**config.mk**
```make
export PLATFORM = sky130hd
export DESIGN_NAME = parking_zone_indicator
export DESIGN_NICKNAME = d
export VERILOG_FILES = /design/src/rtl/parking_zone_indicator_pkg.sv /design/src/rtl/parking_zone_indicator_dwell_fsm.sv /design/src/rtl/parking_zone_indicator.sv
export SDC_FILE = /design/constraint.sdc
export NUM_CORES = 1
export LEC_CHECK = 0
export BUFFER_PORTS_ARGS = -buffer_cell sky130_fd_sc_hd__buf_2
export CORE_ASPECT_RATIO = 0.9
export CORE_MARGIN = 8
export CORE_UTILIZATION = 35
export CTS_CLUSTER_SIZE = 14
export DETAILED_ROUTE_END_ITERATION = 8
export GPL_ROUTABILITY_DRIVEN = 0
export SLEW_MARGIN = 20
export SYNTH_ARGS = -nofsm -noshare
export SYNTH_HDL_FRONTEND = slang
export SYNTH_SLANG_ARGS = --single-unit
```
**constraint.sdc**
```tcl
create_clock -name clk -period 1.7 [get_ports clk]
set_input_delay 0.34 -clock clk [delete_from_list [all_inputs] [get_ports clk]]
set_output_delay 0.34 -clock clk [all_outputs]
set_load 0.05 [all_outputs]
```
**src/rtl/parking_zone_indicator_pkg.sv**
```systemverilog
// Shared zone-state encodings and LED-pair mapping for the parking zone indicator.
package parking_zone_indicator_pkg;

    typedef enum logic [1:0] {
        ST_FREE = 2'b00,
        ST_LOW  = 2'b01,
        ST_FULL = 2'b10
    } zone_state_e;

    typedef struct packed {
        logic green;
        logic red;
    } led_pair_t;

    localparam led_pair_t LED_DARK  = '{green: 1'b0, red: 1'b0};
    localparam led_pair_t LED_BOTH  = '{green: 1'b1, red: 1'b1};
    localparam led_pair_t LED_GREEN = '{green: 1'b1, red: 1'b0};
    localparam led_pair_t LED_RED   = '{green: 1'b0, red: 1'b1};

    // LED pair for an enabled zone; LOW blinks green with the shared phase.
    function automatic led_pair_t led_map(input zone_state_e st, input logic blink_phase);
        led_pair_t pair;
        case (st)
            ST_FREE: pair = LED_GREEN;
            ST_LOW:  pair = '{green: blink_phase, red: 1'b0};
            default: pair = LED_RED;
        endcase
        return pair;
    endfunction

endpackage

```
**src/rtl/parking_zone_indicator_dwell_fsm.sv**
```systemverilog
// Per-zone count register, classifier and dwell (anti-flicker) filter with committed state.
module zone_dwell_fsm
    import parking_zone_indicator_pkg::*;
#(
    parameter int unsigned COUNT_W     = 5,
    parameter int unsigned LOW_THRESH  = 2,
    parameter int unsigned HOLD_CYCLES = 4
) (
    input  logic               clk,
    input  logic               rst_n,
    input  logic [COUNT_W-1:0] slots,
    output zone_state_e        state,
    output logic               state_chg
);

    localparam int unsigned     DWELL_W = $clog2(HOLD_CYCLES + 1);
    localparam longint unsigned CNT_MAX = (64'd1 << COUNT_W) - 64'd1;
    // Thresholds beyond the count range saturate, so every non-zero count is LOW.
    localparam logic [COUNT_W-1:0] THRESH =
        (64'(LOW_THRESH) > CNT_MAX) ? COUNT_W'(CNT_MAX) : COUNT_W'(LOW_THRESH);

    logic [COUNT_W-1:0] count_q;
    zone_state_e        state_q,   state_d;
    zone_state_e        pending_q, pending_d;
    logic [DWELL_W-1:0] dwell_q,   dwell_d;
    logic [DWELL_W-1:0] dwell_inc;
    logic               chg_q,     chg_d;
    zone_state_e        cand;

    always_comb begin : classify
        if (count_q == '0) begin
            cand = ST_FULL;
        end else if (count_q <= THRESH) begin
            cand = ST_LOW;
        end else begin
            cand = ST_FREE;
        end
    end

    // A candidate must differ from the committed state for HOLD_CYCLES consecutive cycles.
    always_comb begin : dwell_next
        state_d   = state_q;
        pending_d = pending_q;
        dwell_d   = dwell_q;
        chg_d     = 1'b0;
        dwell_inc = dwell_q + DWELL_W'(1);
        if (cand == state_q) begin
            dwell_d = '0;
        end else begin
            if (cand != pending_q) begin
                pending_d = cand;
                dwell_inc = DWELL_W'(1);
            end
            if (dwell_inc == DWELL_W'(HOLD_CYCLES)) begin
                state_d = cand;
                dwell_d = '0;
                chg_d   = 1'b1;
            end else begin
                dwell_d = dwell_inc;
            end
        end
    end

    always_ff @(posedge clk or negedge rst_n) begin : regs
        if (!rst_n) begin
            count_q   <= '0;
            state_q   <= ST_FULL;
            pending_q <= ST_FREE;
            dwell_q   <= '0;
            chg_q     <= 1'b0;
        end else begin
            count_q   <= slots;
            state_q   <= state_d;
            pending_q <= pending_d;
            dwell_q   <= dwell_d;
            chg_q     <= chg_d;
        end
    end

    assign state     = state_q;
    assign state_chg = chg_q;

endmodule

```
**src/rtl/parking_zone_indicator.sv**
```systemverilog
// Multi-zone parking indicator: per-zone dwell filters, shared blink prescaler, registered LED mux.
module parking_zone_indicator
    import parking_zone_indicator_pkg::*;
#(
    parameter int unsigned NUM_ZONES   = 2,
    parameter int unsigned COUNT_W     = 5,
    parameter int unsigned LOW_THRESH  = 2,
    parameter int unsigned HOLD_CYCLES = 4,
    parameter int unsigned BLINK_DIV   = 25000000
) (
    input  logic                         clk,
    input  logic                         rst_n,
    input  logic [NUM_ZONES*COUNT_W-1:0] slots_avail,
    input  logic [NUM_ZONES-1:0]         zone_en,
    input  logic                         lamp_test,
    output logic [NUM_ZONES-1:0]         led_green,
    output logic [NUM_ZONES-1:0]         led_red,
    output logic [2*NUM_ZONES-1:0]       zone_state,
    output logic [NUM_ZONES-1:0]         state_chg
);

    localparam int unsigned PRESC_W = (BLINK_DIV > 1) ? $clog2(BLINK_DIV) : 1;

    logic [PRESC_W-1:0]   presc_q;
    logic                 blink_phase;
    logic                 presc_wrap_c;
    zone_state_e          zone_st [NUM_ZONES];
    logic [NUM_ZONES-1:0] led_green_d;
    logic [NUM_ZONES-1:0] led_red_d;
    led_pair_t            pair;

    for (genvar z = 0; z < NUM_ZONES; z++) begin : g_zone
        zone_dwell_fsm #(
            .COUNT_W     (COUNT_W),
            .LOW_THRESH  (LOW_THRESH),
            .HOLD_CYCLES (HOLD_CYCLES)
        ) u_dwell (
            .clk       (clk),
            .rst_n     (rst_n),
            .slots     (slots_avail[z*COUNT_W +: COUNT_W]),
            .state     (zone_st[z]),
            .state_chg (state_chg[z])
        );
        assign zone_state[2*z +: 2] = zone_st[z];
    end

    assign presc_wrap_c = (presc_q == PRESC_W'(BLINK_DIV - 1));

    // Free-running blink timebase shared by all zones.
    always_ff @(posedge clk or negedge rst_n) begin : blink_prescaler
        if (!rst_n) begin
            presc_q     <= '0;
            blink_phase <= 1'b0;
        end else if (presc_wrap_c) begin
            presc_q     <= '0;
            blink_phase <= ~blink_phase;
        end else begin
            presc_q     <= presc_q + PRESC_W'(1);
        end
    end

    always_comb begin : led_next
        led_green_d = '0;
        led_red_d   = '0;
        pair        = LED_DARK;
        for (int z = 0; z < NUM_ZONES; z++) begin
            if (lamp_test) begin
                pair = LED_BOTH;
            end else if (zone_en[z]) begin
                pair = led_map(zone_st[z], blink_phase);
            end else begin
                pair = LED_DARK;
            end
            led_green_d[z] = pair.green;
            led_red_d[z]   = pair.red;
        end
    end

    always_ff @(posedge clk or negedge rst_n) begin : led_regs
        if (!rst_n) begin
            led_green <= '0;
            led_red   <= '1;
        end else begin
            led_green <= led_green_d;
            led_red   <= led_red_d;
        end
    end

endmodule

```
## After elaboration in Yosys (flattened, before gate mapping)

Index checks and enable logic that the tools add are counted.

| word-level totals | value |
|---|---|
| bits in registers | 56 |
| input bits | 15 |
| output and inout bits | 10 |
| word-level logic and storage cells | 62 |

| operators by class | value |
|---|---|
| add/subtract/negate cells | 3 |
| magnitude comparators | 2 |
| eq/ne operators | 9 |
| mux-type cells | 23 |
| bitwise logic cells | 3 |
| reductions and logical operators | 8 |

Operators with widths:

| operator | count |
|---|---|
| 25-bit by 1-bit adder with 25-bit output, second input constant | 1 |
| 25-bit equality test, second input constant | 1 |
| 25-bit two-way mux | 1 |
| 3-bit two-way mux | 8 |
| 2-bit two-way mux | 6 |
| 5-bit by 2-bit less-or-equal comparator with 1-bit output, second input constant | 2 |
| 5-bit zero test | 2 |
| 2-bit one-hot mux with 2 select lines | 2 |
| 2-bit AND reduction | 4 |
| 3-bit by 1-bit adder with 3-bit output, second input constant | 2 |
| 3-bit equality test, second input constant | 2 |
| 1-bit two-way mux | 6 |
| 2-bit by 1-bit equality test with 1-bit output, second input constant | 2 |
| 2-bit equality test | 2 |
| 2-bit zero test | 2 |
| 2-bit inequality test | 2 |
| 1-bit NOT | 3 |

## Depth between registers and ports, before layout

Gate-level depths: netlist of run 1.

| logic depth | value |
|---|---|
| word-level depth | 9 |
| gate-level depth with buffers | 6 |

## Modules after synthesis

Synthesis of run 1 repeated with hierarchy kept, for this count alone.

| second synthesis, totals | value |
|---|---|
| cell total of the unflattened synthesis | 253 |
| area total of the unflattened synthesis | 2,718.9 sq um |

By module, submodules not included:

| module | times used | cells each | area each (sq um) |
|---|---|---|---|
| parking_zone_indicator | 1 | 139 | 1,462.7 |
| zone_dwell_fsm | 2 | 57 | 628.1 |

## Least setup slack after synthesis of run 1

Ideal clock, no wire load.

| path | value |
|---|---|
| path kind | register to register |
| start point | reg g_zone[0].u_dwell.count_q[4] |
| end point | reg g_zone[0].u_dwell.state_q[1] |
| setup time | 82 ps |
| arrival time | 1,711 ps |
| setup slack | -93 ps |
| stages on the path, launching flop included | 6 |
| clock period less this slack | 1,793 ps |
| cell sequence | dfrtp_1 nor3_4 mux2_4 o32ai_4 nand3b_4 mux2_4 |

| between the ends | value |
|---|---|
| cells in the longest elaborated chain, start to end | 8 |
| elaborated cells between the ends (all ways) | 11 |
| classes of those cells | 1 x order compare; 3 x eq/ne; 4 x mux; 1 x bitwise; 2 x reduce/logical |

Ends and longest elaborated chain:

| element | RTL line | text |
|---|---|---|
| start: declaration | parking_zone_indicator_dwell_fsm.sv:22 | `logic [COUNT_W-1:0] count_q;` |
| start signal: assignment | parking_zone_indicator_dwell_fsm.sv:72 | `count_q <= slots;` |
| 5-bit by 2-bit less-or-equal comparator with 1-bit output | parking_zone_indicator_dwell_fsm.sv:33 | `end else if (count_q <= THRESH) begin` |
| 1-bit two-way mux | parking_zone_indicator_dwell_fsm.sv:33 |  |
| 2-bit two-way mux (*) | parking_zone_indicator_dwell_fsm.sv:31 | `if (count_q == '0) begin` |
| 2-bit inequality test | parking_zone_indicator_dwell_fsm.sv:50 | `if (cand != pending_q) begin` |
| 3-bit two-way mux | parking_zone_indicator_dwell_fsm.sv:50 |  |
| 3-bit two-way mux | parking_zone_indicator_dwell_fsm.sv:47 | `if (cand == state_q) begin` |
| 3-bit equality test | parking_zone_indicator_dwell_fsm.sv:54 | `if (dwell_inc == DWELL_W'(HOLD_CYCLES)) begin` |
| 2-bit AND reduction (no source line) | n/a |  |
| end signal: assignment | parking_zone_indicator_dwell_fsm.sv:73 | `state_q <= state_d;` |
| end: declaration | parking_zone_indicator_dwell_fsm.sv:23 | `zone_state_e state_q, state_d;` |

Mark *: on every way between the ends. The rest lies on a longest branch, timed or not. The select of a mux whose other input is x is not followed.
A chain may end at the register's enable or synchronous reset.

## Final worst setup path of run 1

Ends and elaborated chain as after synthesis.

==> summary.md, run 1 <==
| Metric | Value |
|---|---|
| Run status | finished with violations |
| Violations in the final reports | setup timing |
| Initial core utilization | 0.358 |
| Worst hold slack | about 0.0017 ns |
| Headroom to the max-slew limit | 0.778 |
| Final cycle utilization of the critical path | 1.02 |
| DP Area | 3040 um^2 |
| Max-cap viol count | 0 |
| Floorplan row count | 30 |
| Setup crit start kind | register |
| Internal power | 1.87 mW |
| Initial DRT Pass Iterations | 4 |
| Count of final setup violators | 2 |
| Synth Area in Adders | 0.0140 |
| Total CTS buffers | 5 |
| Number of antenna violations at the first check in global routing | 0 |
| Synth Net Count | 239 |
| Area fraction in and, or, nand and nor cells after synthesis | 0.213 |
| Placement Setup Slack | -0.0402 ns |
| Overall Global Routing Usage | 0.0947 |
| Leading cell types by count after synthesis | dfrtp_1 (52), xor2_1 (26), nor2_1 (25) |
| Switching power total | roughly 660 uW |
| Cell accounting for the most synthesized area | dfrtp_1 |
| Nets | approximately 290 |
| Final-report hold violation count | 0 |
| Complex-gate fraction of the synthesized area | 0.0783 |
| Proportion of power drawn by the clock network | 0.302 |
| Post-synthesis cell type count | 38 |
| Ant. Diodes | 0 |
| Share of synthesized area spent on multiplexers | 0.0298 |
| Final Critical Period | about 1.7 ns |
| Clock-pin slew on the worst setup and hold paths | 0.11 ns |
| Proportion of register bits with asynchronous set or reset after synthesis | 1.00 |
| Peak clock frequency supported by timing | 0.578 GHz |
| Non-filler cells, final | 366 |
| Grt total ovfl | 0 |
| Kind of critical path | register to register |
| Power per cell area | 798 nW/um^2 |
| Ranking of synthesized cells by area | dfrtp_1 (48%), xor2_1 (8.5%), dfstp_2 (3.9%) |
| Share of total power consumed by net switching | 0.261 |
| Overall die width | between 100 and 150 um |
| Routed via count divided by cell count | 4.76 |
| Maximum fanout along the worst path | 3 |
| Fraction of synthesized cell area taken by the top area cell type | 0.485 |
| Filler cells | 702 |
| Final worst slack | -0.0307 ns |
| Via total after detailed routing | approximately 1.7k |
| Final core utilization | 0.423 |
| Required time of the critical path | roughly 2 ns |
| Part of the total power dissipated in sequential elements | 0.560 |
| Global-route wire length before repair | 8280 um |
| Dominant combinational cell family by area after synthesis | simple AND/OR/NAND/NOR gates |
| Number of register bits inferred by synthesis | 56 |
| Most used standard cell by instance count after synthesis | dfrtp_1 |
| Max Transition Viols Final | 0 |
| Sequential element share of the synthesized area | 0.524 |
| Insertion delay of the later-clocked pin in the worst-skew pair | approximately 0.32 ns |
| Count of synthesis-stage warnings from yosys | 0 |
| Total instance count after detailed placement | 354 |
| Routed Wire Length | a little under 5000 um |
| RSZ-0062 raised after global routing | true |
| Synthesized instance count | 221 |
| Maximum number of pins on one net before global-route repair | 57 |
| Detailed placement HPWL | 3490 um |
| Worst min path class | input pin to async pin |
| Category of the worst setup path capture point | register |
| Combined area of all synthesized cells | about 2700 um^2 |
| CTS tree | yes |
| Number of top-level design ports | 25 |
| Area of the core region | 7510 um^2 |
| DRC | 0 |
| Clk_skew | approximately 0.009 ns |
| Remaining antenna violation count | 0 |
| Worst IR drop on VDD | around 0.33 mV |
| Post-Layout Inst Area | 3180 um^2 |
| Number of global-route vias before repair | 1802 |
| Combinational fraction of design power | 0.138 |
| Number of synthesized flops with an enable pin | 0 |
| Deepest clock path buffer count | 2 |
| Root Buffer | clkbuf_8 |
| CP arrival | 1.99 ns |
| Leakage Power | around 1.6 nW |
| CTS sink count | 56 |
| Die outline height | 99.1 um |
| Average wire length per cell after detail routing | approximately 13 um |
| Port Buffer Count | 24 |
| Number of DRC violations after detailed-routing iteration 0 | 71 |
| # hold bufs at CTS | 0 |
| Layout overhead on the synthesized area | 18.4% |
| Mean Syn Cell Area | about 12 um^2 |
| Die area | about 11000 um^2 |
| Worst-Margin Slew | 0.329 ns |
| Layout cell share with drive strength beyond 1 | 0.304 |
| Flip-flop cell with the highest count after synthesis | dfrtp_1 |
| Xor-xnor portion of the synthesized cell area | 0.117 |
| H-Tree Depth | 2 |
[kinds of logic after synthesis]
kind of cell    Yosys count
compound gates           22
xor+xnor                 36
fa+ha+maj                 3
buf+inv                  14
flops                    56
mux                       6
simple gates             84
[stage by stage]
stage | setup TNS (ns) | power (mW)
after floorplan | -0.0602 | 1.65
after global placement | -0.000585 | 1.77
after detailed placement | -0.0647 | 1.79
after CTS | -0.0745 | 2.57
after global routing | -0.313 | 2.68
final | -0.0610 | 2.54
[sequential cells by signal (all words and copies together), names as in the netlist]
register and cells:
led_green 2, g_zone.u_dwell.dwell_q 6, g_zone.u_dwell.count_q 10, led_red 2
g_zone.u_dwell.state_chg 2, g_zone.u_dwell.pending_q 4, blink_phase 1, g_zone.u_dwell.state 4
presc_q 25
[power by group through the flow]
stage	clock network (mW)	logic [mW]	registers, mW
floorplan	0	0.187	1.46
global placement	0	0.331	1.44
detailed placement	0	0.338	1.45
CTS	0.799	0.347	1.42
global route	0.868	0.386	1.43
finish	0.765	0.351	1.42
[layout make-up]
cell class	count	area, um^2	area share
well taps	96	120	0.0378
flip-flops and latches	56	1410	0.443
clock inverters	3	25.0	0.00787
inverters	10	37.5	0.0118
clock buffers	5	68.8	0.0217
multi-input cells	151	1230	0.387
repair buffers	45	290	0.0913
[critical path, cell delays in order, from the launching register on]
cell and delay [ns]:
dfrtp_1 0.41, nor3_4 0.23, mux2_4 0.34, o32ai_4 0.21, nand3b_4 0.19, mux2_4 0.30
[placed cells by master (no fill, tap or decap), types with 5 or more instances in the layout]
cell type,synthesis,layout
a21oi_1,6,6
buf_2,0,24
buf_4,3,20
clkbuf_8,0,5
dfrtp_1,52,52
inv_1,10,10
nand2_1,11,11
nand3_1,11,11
nor2_1,25,25
xnor2_1,10,10
xor2_1,26,26
[layer usage]
layer,share of wire,vias to the layer above,wire length [um],GRT usage
li1,-,856,-,-
met1,0.44,860,2150,0.114
met2,0.50,23,2410,0.157
met3,0.053,2,257,0.0336
met4,0.0050,0,24,0.0242
met5,0,-,0,0
[worst paths after layout]
check | from | slack [ns] | end | cells past startpoint
max | g_zone[0].u_dwell.count_q[4]$_DFF_PN0_ | -0.03 | g_zone[0].u_dwell.state[1]$_DFFE_PN1P_ | 5
min | rst_n | 0.002 | g_zone[0].u_dwell.dwell_q[1]$_DFF_PN0_ | 2
max reg2reg | g_zone[0].u_dwell.count_q[4]$_DFF_PN0_ | -0.03 | g_zone[0].u_dwell.state[1]$_DFFE_PN1P_ | 5
min reg2reg | presc_q[17]$_DFF_PN0_ | 0.50 | presc_q[17]$_DFF_PN0_ | 1
max in group asynchronous | rst_n | 1.40 | g_zone[1].u_dwell.state[1]$_DFFE_PN1P_ | 2
min in group clk | slots_avail[5] | 0.12 | g_zone[1].u_dwell.count_q[0]$_DFF_PN0_ | 1
[timing repair]
item / CTS / global route
pin swaps: 2 / 1
endpoints found under the hold margin: 0 / 0
resized for setup: 0 / 2
buffers inserted: 1 / 3
setup endpoints to repair: 2 / 8
cloned: 0 / 0
Power figures use the tool's default switching activity.
==> run 2: changes to the inputs <==
clock period = 1.65 ns   (was 1.7 ns; I/O delays follow)
==> run 2 against run 1 <==
  * The flow finishes with violations (hold timing, setup timing)
  * Routed wire length fell by 5.1%
  * Combinational power shrank 2%
  * Hold slack worse by 0.0022 ns
  * Critical endpoint is now g_zone[1].u_dwell.state[1]$_DFFE_PN1P_
==> summary.md, run 2 (same netlist as run 1, synthesis figures left out) <==
| Metric | Value |
|---|---|
| Kind of cell adding the most delay to the critical path | multiplexers |
| CTS tree | yes |
| Max Transition Viols Final | 0 |
| Routed via count divided by cell count | 4.69 |
| Detailed placement HPWL | 3330 um |
| Sum of negative setup slack | -0.186 ns |
| Remaining antenna violation count | 0 |
| Routed Wire Length | around 4600 um |
| Nets | 288 |
| Switching power total | 634 uW |
| Layout overhead on the synthesized area | 19.6% |
| Violations in the final reports | hold timing, setup timing |
| Number of global-route vias before repair | 1783 |
| Deepest clock path buffer count | 2 |
| Peak clock frequency supported by timing | 0.571 GHz |
| Power per cell area | 793 nW/um^2 |
| Origin of the critical flop-to-flop path | g_zone[1].u_dwell.count_q[4]$_DFF_PN0_ |
| Area of the core region | 7510 um^2 |
| Tot Pwr | 2.55 mW |
| Clk_skew | 0.0167 ns |
| Number of antenna violations at the first check in global routing | 0 |
| Setup crit start kind | register |
| R2r endpoint | g_zone[1].u_dwell.state[1]$_DFFE_PN1P_ |
| Insertion delay of the later-clocked pin in the worst-skew pair | 0.31 ns |
| CP arrival | 2.00 ns |
| Part of the total power dissipated in sequential elements | 0.574 |
| Longest individual stage delay on the worst path | about 0.40 ns |
| Maximum number of pins on one net before global-route repair | 57 |
| Port Buffer Count | 24 |
| Number of DRC violations after detailed-routing iteration 0 | 73 |
| Clock-pin slew on the worst setup and hold paths | roughly 0.10 ns |
| Via total after detailed routing | 1721 |
| Combinational fraction of design power | 0.135 |
| Number of flip-flops in the largest register | 25 |
| CP Launch Point | g_zone[1].u_dwell.count_q[4]$_DFF_PN0_ |
| Root Buffer | clkbuf_8 |
| Kind of critical path | register to register |
| Proportion of power drawn by the clock network | 0.291 |
| Floorplan row count | 30 |
| Maximum fanout along the worst path | 3 |
| Leading cell type in the layout, fill and taps excluded | dfrtp_1 |
| Worst min path class | input pin to async pin |
| Leakage Power | 1.65 nW |
| Category of the worst setup path capture point | register |
| Initial core utilization | 0.358 |
| Ant. Diodes | 0 |
| RSZ-0062 raised after global routing | true |
| Number of buffers and inverters on the critical path | 0 |
| Final-report hold violation count | 2 |
| Average wire length per cell after detail routing | between 10 and 15 um |
| H-Tree Depth | 2 |
| Placement Setup Slack | -0.0921 ns |
| Global-route wire length before repair | 8200 um |
| Number of top-level design ports | 25 |
| Required time of the critical path | between 1.5 and 2 ns |
| Biggest regs | presc_q x25, g_zone.u_dwell.count_q x10, g_zone.u_dwell.dwell_q x6 |
| Worst hold slack | -0.000501 ns |
| Worst IR drop on VDD | around 0.32 mV |
| CTS sink count | 56 |
| Layout cell share with drive strength beyond 1 | 0.310 |
| Filler cells | 718 |
| Overall die width | 108 um |
| Non-filler cells, final | 367 |
| Most used cells in the layout excluding fill and tap cells | dfrtp_1 (52), xor2_1 (26), nor2_1 (25) |
| Total CTS buffers | 5 |
| Die outline height | 99.1 um |
| Final worst slack | -0.101 ns |
| Final core utilization | 0.428 |
| Headroom to the max-slew limit | 0.743 |
| Run status | finished with violations |
| DRC | 0 |
| Depth of the most critical reg-to-reg path | 5 |
| Final cycle utilization of the critical path | 1.06 |
| Register with the most flip-flops | presc_q |
| Slowest stage cell on the critical path | dfrtp_1 |
| Initial DRT Pass Iterations | 3 |
| Grt total ovfl | 0 |
| Count of final setup violators | 3 |
| List of cells traversed by the critical path | nor3_4, mux2_4, o32ai_4, nand3b_4, mux2_4 |
| Max-cap viol count | 0 |
| Overall Global Routing Usage | 0.0933 |
| Most numerous cell on the critical path | mux2_4 |
| Worst-Margin Slew | 0.383 ns |
| Die area | 10700 um^2 |
| Internal power | roughly 1.9 mW |
| Total instance count after detailed placement | around 360 |
| Final Critical Period | 1.75 ns |
| Share of total power consumed by net switching | 0.249 |
| Register-to-register setup slack | -0.10 ns |
## run 2: area by class of cell
class	count	area (um^2)	share of cell area
clock buffers	7	76.3	0.0238
clock inverters	1	8.76	0.00273
inverters	10	37.5	0.0117
multi-input cells	151	1250	0.388
flip-flops and latches	56	1410	0.438
well taps	96	120	0.0374
repair buffers	46	317	0.0986
## run 2: worst max path at each step
stage | slack [ns] | endpoint | depth (start not counted)
floorplan | -0.08 | g_zone[0].u_dwell.state[1]$_DFFE_PN1P_ | 5
global placement | -0.05 | g_zone[1].u_dwell.state[1]$_DFFE_PN1P_ | 5
detailed placement | -0.09 | g_zone[1].u_dwell.state[1]$_DFFE_PN1P_ | 5
CTS | -0.11 | g_zone[1].u_dwell.state[1]$_DFFE_PN1P_ | 5
global route | -0.17 | g_zone[1].u_dwell.state[1]$_DFFE_PN1P_ | 5
finish | -0.10 | g_zone[1].u_dwell.state[1]$_DFFE_PN1P_ | 5
## run 2: per-stage QoR
step	area (um^2)	hold WS, ns
3_3_place_gp	3090	0.353
2_1_floorplan	2690	0.0344
4_1_cts	3170	0.0124
3_5_place_dp	3090	0.358
5_1_grt	3210	0.0174
6_report	3210	-0.000501
## run 2: routing by layer
metal  wire length (um)  share of wire  global-route usage  vias to the layer above
met5                  0              0                   0                        -
met4                 63          0.014              0.0315                        0
met3                218          0.047              0.0278                        7
met2               2350           0.51               0.161                       19
met1               1960           0.43               0.106                      839
li1                   -              -                   -                      856
## run 2: power groups by stage
stage               registers, mW  logic [mW]  clock network, mW
floorplan                    1.51       0.193                  0
global placement             1.49       0.344                  0
detailed placement           1.49       0.349                  0
CTS                          1.46       0.350              0.782
global route                 1.47       0.378              0.845
finish                       1.46       0.345              0.741
## run 2: what timing repair did
item | in CTS | in global routing
hold endpoints to repair | 0 | 0
buffers inserted | 0 | 0
gates cloned | 0 | 0
hold buffers | 0 | 0
pin swaps | 0 | 1
endpoints found under the setup margin | 4 | 17
gates resized for setup | 0 | 7
